<file path="config.mk">
export PLATFORM = sky130hd
export DESIGN_NAME = gray_counter
export DESIGN_NICKNAME = d
export VERILOG_FILES = /design/src/rtl/gray_counter.sv
export SDC_FILE = /design/constraint.sdc
export NUM_CORES = 1
export LEC_CHECK = 0
export CORE_AREA = 2 2 39 41
export DETAILED_ROUTE_END_ITERATION = 10
export DIE_AREA = 0 0 41 43
export PLACE_DENSITY_LB_ADDON = 0.15
export REMOVE_ABC_BUFFERS = 1
export SLEW_MARGIN = 15
export SYNTH_ARGS = -nofsm -noshare
export SYNTH_HDL_FRONTEND = slang
export SYNTH_SLANG_ARGS = --single-unit
</file>
<file path="constraint.sdc">
create_clock -name clk -period 5.5 [get_ports clk]
set_clock_uncertainty 0.15 [all_clocks]
set_input_delay 0.55 -clock clk [delete_from_list [all_inputs] [get_ports clk]]
set_output_delay 0.55 -clock clk [all_outputs]
set_load 0.03 [all_outputs]
</file>
<file path="src/rtl/gray_counter.sv">
`default_nettype none
// ============================================================================
//  Module      : gray_counter
//  Description : Parametrised synchronous up/down counter with parallel load,
//                wrap-around or saturating limits, and a terminal-count pulse.
//                The count is held in binary and also presented as reflected
//                Gray code. Both outputs are registered from the same next
//                state, so they always agree with each other.
//  Revision    : 1.0 - initial release
// ============================================================================
module gray_counter #(
  parameter int WIDTH   = 4,
  parameter bit WRAP_EN = 1'b1
) (
  input  logic             clk,
  input  logic             rst,
  input  logic             en,
  input  logic             up_dn,
  input  logic             load,
  input  logic [WIDTH-1:0] load_bin,
  output logic [WIDTH-1:0] binary,
  output logic [WIDTH-1:0] gray,
  output logic             wrap,
  output logic             at_limit
);

  localparam logic [WIDTH-1:0] c_max  = '1;
  localparam logic [WIDTH-1:0] c_zero = '0;
  localparam logic [WIDTH-1:0] c_one  = {{(WIDTH-1){1'b0}}, 1'b1};

  logic [WIDTH-1:0] binary_q, binary_d;
  logic [WIDTH-1:0] gray_q, gray_d;
  logic             wrap_q, wrap_d;
  logic             w_at_max;
  logic             w_at_zero;
  logic             w_wrap_allowed;

  // Wrap/saturate policy is fixed at elaboration time.
  generate
    if (WRAP_EN) begin : g_wrap
      assign w_wrap_allowed = 1'b1;
    end else begin : g_sat
      assign w_wrap_allowed = 1'b0;
    end
  endgenerate

  assign w_at_max  = (binary_q == c_max);
  assign w_at_zero = (binary_q == c_zero);

  // Next-state: load beats counting; at a limit either wrap (with pulse) or hold.
  // Gray is derived from the next binary value so both registers move together.
  always_comb begin
    binary_d = binary_q;
    wrap_d   = 1'b0;
    if (load) begin
      binary_d = load_bin;
    end else if (en) begin
      if (up_dn) begin
        if (!w_at_max) begin
          binary_d = binary_q + c_one;
        end else if (w_wrap_allowed) begin
          binary_d = c_zero;
          wrap_d   = 1'b1;
        end
      end else begin
        if (!w_at_zero) begin
          binary_d = binary_q - c_one;
        end else if (w_wrap_allowed) begin
          binary_d = c_max;
          wrap_d   = 1'b1;
        end
      end
    end
    gray_d = binary_d ^ (binary_d >> 1);
  end

  // State registers with synchronous reset taking precedence over everything.
  always_ff @(posedge clk) begin
    if (rst) begin
      binary_q <= c_zero;
      gray_q   <= c_zero;
      wrap_q   <= 1'b0;
    end else begin
      binary_q <= binary_d;
      gray_q   <= gray_d;
      wrap_q   <= wrap_d;
    end
  end

  assign binary   = binary_q;
  assign gray     = gray_q;
  assign wrap     = wrap_q;
  assign at_limit = up_dn ? w_at_max : w_at_zero;

endmodule
`default_nettype wire

</file>
After elaboration in Yosys (flattened, before gate mapping):

Cells that the tools add are included.

* register bits: 9
* input bits: 9
* output and inout port bits: 10
* word-level logic and storage cells: 19

* $add $sub $neg: 2
* eq/ne operators: 1
* mux-type cells: 9
* bitwise operators: 2
* reduce and logical (&&, ||, !) cells: 2

Operators with widths (count)
* $mux W4: 5
* $add A4 B1 Y4 const B: 1
* $eq A4 B4 Y1 const B: 1
* $logic_not A4 Y1: 1
* $mux W1: 4
* $sub A4 B1 Y4 const B: 1
* $xor A4 B3 Y4: 1
* $reduce_or A3 Y1: 1
* $not A1 Y1: 1

Depth between registers and ports, before layout:

* word-level depth: 6
* depth in mapped cells: 7
* mapped depth without buffers: 7

Worst setup path after synthesis:

No wires, ideal clock.

* path kind: flip-flop to flip-flop
* start point: reg binary_q[0] (netlist: binary[0])
* end point: reg gray_q[2] (netlist: gray[2])
* data arrival time: 1835 ps
* slack: 3394 ps
* cell stages (with the launch flop): 8
* clock period less this slack: 2106 ps
* path through: dfxtp_1 -> inv_1 -> ha_1 -> mux2_4 -> a211o_1 -> nand3_1 -> nor2_1 -> mux2_2

* word-level cells in the longest chain between the ends: 6
* elaborated cells between the ends (all ways): 10
* classes of those cells: 2 x add/sub; 1 x eq/ne; 5 x mux; 1 x bitwise; 1 x reduce/logical

RTL lines
* start, declared: line 31 `logic [WIDTH-1:0] binary_q, binary_d;`
* start signal, assigned: line 80 `binary_q <= c_zero;`
* start signal, assigned: line 84 `binary_q <= binary_d;`
* $sub A4 B1 Y4 (tied with other cells): line 67 `binary_d = binary_q - c_one;`
* $mux W4 (on tied branches): line 66, 59
* $mux W4 *: line 58 `if (up_dn) begin`
* $mux W4 *: line 57 `end else if (en) begin`
* $mux W4 *: line 55 `if (load) begin`
* $xor A4 B3 Y4 *: line 74 `gray_d = binary_d ^ (binary_d >> 1);`
* end signal, assigned: line 81 `gray_q <= c_zero;`
* end signal, assigned: line 85 `gray_q <= gray_d;`
* end, declared: line 32 `logic [WIDTH-1:0] gray_q, gray_d;`

Mark *: on every way between the ends. The rest lies on a longest branch, timed or not.
A chain may end at the register's enable or synchronous reset.

Worst setup path in the final report:

* start point: in up_dn
* end point: out at_limit

* word-level cells in the longest chain between the ends: 1

RTL lines
* start, declared: line 18 `input logic up_dn,`
* $mux W1: line 93 `assign at_limit = up_dn ? w_at_max : w_at_zero;`
* end, declared: line 24 `output logic at_limit`

No other way between the ends.

==> results.md <==
* First-pass GRT wire length at between 1500 and 2000 um
* Reg clk slew, reported paths at about 0.05 ns
* Cts hold-fix bufs at 0
* DR vias at 456
* Multi-input combinational cell area at around 280 um2
* Slew Limit Fails at 0
* Synth Area per Inst at roughly 8.6 um2
* Top Ports at 19
* CTS resizes at 0
* Total core area at about 1400 um2
* Die H at approximately 43 um
* Post-CTS Setup Inserts at 0
* Layout area overhead at 42.4%
* Drc violations at 0
* Routed Antenna Nets at 0
* CP required at 4.80 ns
* Placement Cell Area at ~660 um2
* Post-Route WL at 1050 um
* Run status: finished, final reports clean
* Max_slew headroom at between 70 and 80%
* Root Buffer: clkbuf_4
* Inserted Clock Buffers at 3
* Worst hold slack at ~0.59 ns
* Placed insts at 87
* Leak Pwr at between 0.2 and 0.3 nW
* Seq/Total Area, Yosys at between 30% and 40%
* Tmin final at roughly 3 ns
* Count of final hold-check violations at 0
* Peak supply drop at 0.000152 V
* CP endpoint kind: output port
* Number of fill cells at around 150
* Port bufs at 18
* WL/cell at approximately 12 um
* Layout net count at 87
* RSZ-0062 raised after global routing: no
* Register bit total from synthesis at 8
* Gpl congestion at approximately 0.77
* Gr ovfl total at 0
* Ys Warns at 0
* Routed vias/inst at roughly 5.1
* Pre-CTS WS at between 2 and 3 ns
* Synthesized netlist cell count at 56
* Non-Filler Instances at 90
* HP Class: reg -> reg
* Largest net degree at the start of global routing at 11
* Pwr dens at approximately 260 nW/um2
* Worst-Skew Late Latency at about 0.25 ns
* Ant diodes at 0
* Initial Utilization at roughly a third
* Antenna violations before repair at 0
* CP Max Fanout at 6
* CTS tree: built
* Die area at 1760 um2
* Max capacitance violation total at 0
* Fin util at about half
* Crit start category: input port
* Max H-tree Level at 1
* Setup violators final at 0
* Drt pass-1 iters at 4
* Worst Path Arrival at between 2 and 2.5 ns
* Synth Cell Area at around 480 um2
* EDFF count, synth at 0
* Worst-margin pin slew at 0.337 ns
* Die Span X at approximately 41 um
* Layout cells sized above 1 at slightly above 8%
* First-iteration detailed-routing DRC count at 3
* Post-DP HPWL at between 800 and 900 um
* Critical path type: in -> out
* Worst Setup Slack, final at ~2.5 ns
* Total power at approximately 170 uW
* Synth Flop Type: dfxtp_1
* Fin area at about 700 um2
* Final TNS setup at 0 ns
* R2R Setup Slk at around 3.4 ns
* Clock Sinks at 8
* Tot GR Track Use at around 15%
* Num rows at 14
* Final period util at between 50% and 60%
* Sequential Area at between 150 and 200 um2
* Distinct cells, synth at 25
* Vias in the first global route at 407
* Max Freq at around 0.33 GHz
* Async S/R FF share, synth at 0%
* Clk buf depth at 2
## path summary, 6_finish.rpt
kind,start,end,cells after the start
hold reg to reg,binary[2],binary[2],3
setup / recovery,up_dn,at_limit,4
hold / removal,binary[2],binary[2],3
setup reg to reg,binary[0],gray[2],7
## registers in the layout (all words and copies together) (netlist names)
name	count
binary	4
gray	3
wrap	1
## power by group
group	leakage, nW	switching (mW)	internal (mW)
clock	0.0138	0.0182	0.0248
combinational	0.201	0.0325	0.0296
sequential	0.0664	0.00561	0.0639
## cell usage after synthesis, drive strengths merged, types with 2 or more instances
| cell | count | share of area (%) |
|---|---|---|
| dfxtp | 8 | 33 |
| a21oi | 6 | 6.3 |
| nor2 | 6 | 4.7 |
| inv | 5 | 3.9 |
| xor2 | 4 | 7.3 |
| nand3 | 3 | 3.1 |
| nor4b | 3 | 5.5 |
| clkbuf | 2 | 2.3 |
| ha | 2 | 5.2 |
| mux2 | 2 | 5.5 |
| mux2i | 2 | 4.2 |
| nor2b | 2 | 2.6 |
| o21bai | 2 | 3.9 |
## cells in the final DEF, fill, tap and decap left out
master	n
mux2i_1	2
ha_1	2
nand3_1	3
nand2_1	1
nor2_1	6
a211o_1	1
a31oi_1	1
o21bai_2	1
xor2_1	4
inv_1	5
mux2_2	1
dfxtp_1	8
o21ai_0	1
nand2b_1	1
nor4b_1	3
mux2_4	1
clkdlybuf4s50_1	18
nand4_1	1
clkbuf_4	3
o21bai_1	1
a211oi_1	1
nor2b_1	2
o211ai_1	1
a21oi_1	6
## logic make-up (layout without fill, tap and decap cells)
kind of cell,after synthesis,count (layout),synth area share (%)
AOI/OAI and AO/OA,13,13,17.4
xor gates and xnor gates,4,4,7.29
adders and majority gates,2,2,5.21
buffers and inverters,8,26,7.81
DFF,8,8,33.3
muxes,4,4,9.63
and+or+nand+nor,17,17,19.3
## layer usage
| layer | GRT usage, % | wire length [um] | vias to the layer above |
|---|---|---|---|
| li1 | - | - | 230 |
| met1 | 16.9 | 456 | 209 |
| met2 | 21.3 | 507 | 13 |
| met3 | 3.14 | 55 | 4 |
| met4 | 12.0 | 34 | 0 |
| met5 | 0 | 0 | - |
## area by class of cell
| cell class | instances | share of cell area (%) |
|---|---|---|
| inverter | 5 | 2.74 |
| clock buffer | 3 | 3.29 |
| timing repair buffer | 18 | 26.3 |
| multi-input combinational | 40 | 41.3 |
| tap | 16 | 2.93 |
| sequential | 8 | 23.4 |
## worst max-delay path, cell delays in order
cell,delay (ns)
clkdlybuf4s50_1,0.54
nor4b_1,0.36
nand2b_1,0.18
clkdlybuf4s50_1,0.67
Power figures use the tool's default switching activity.
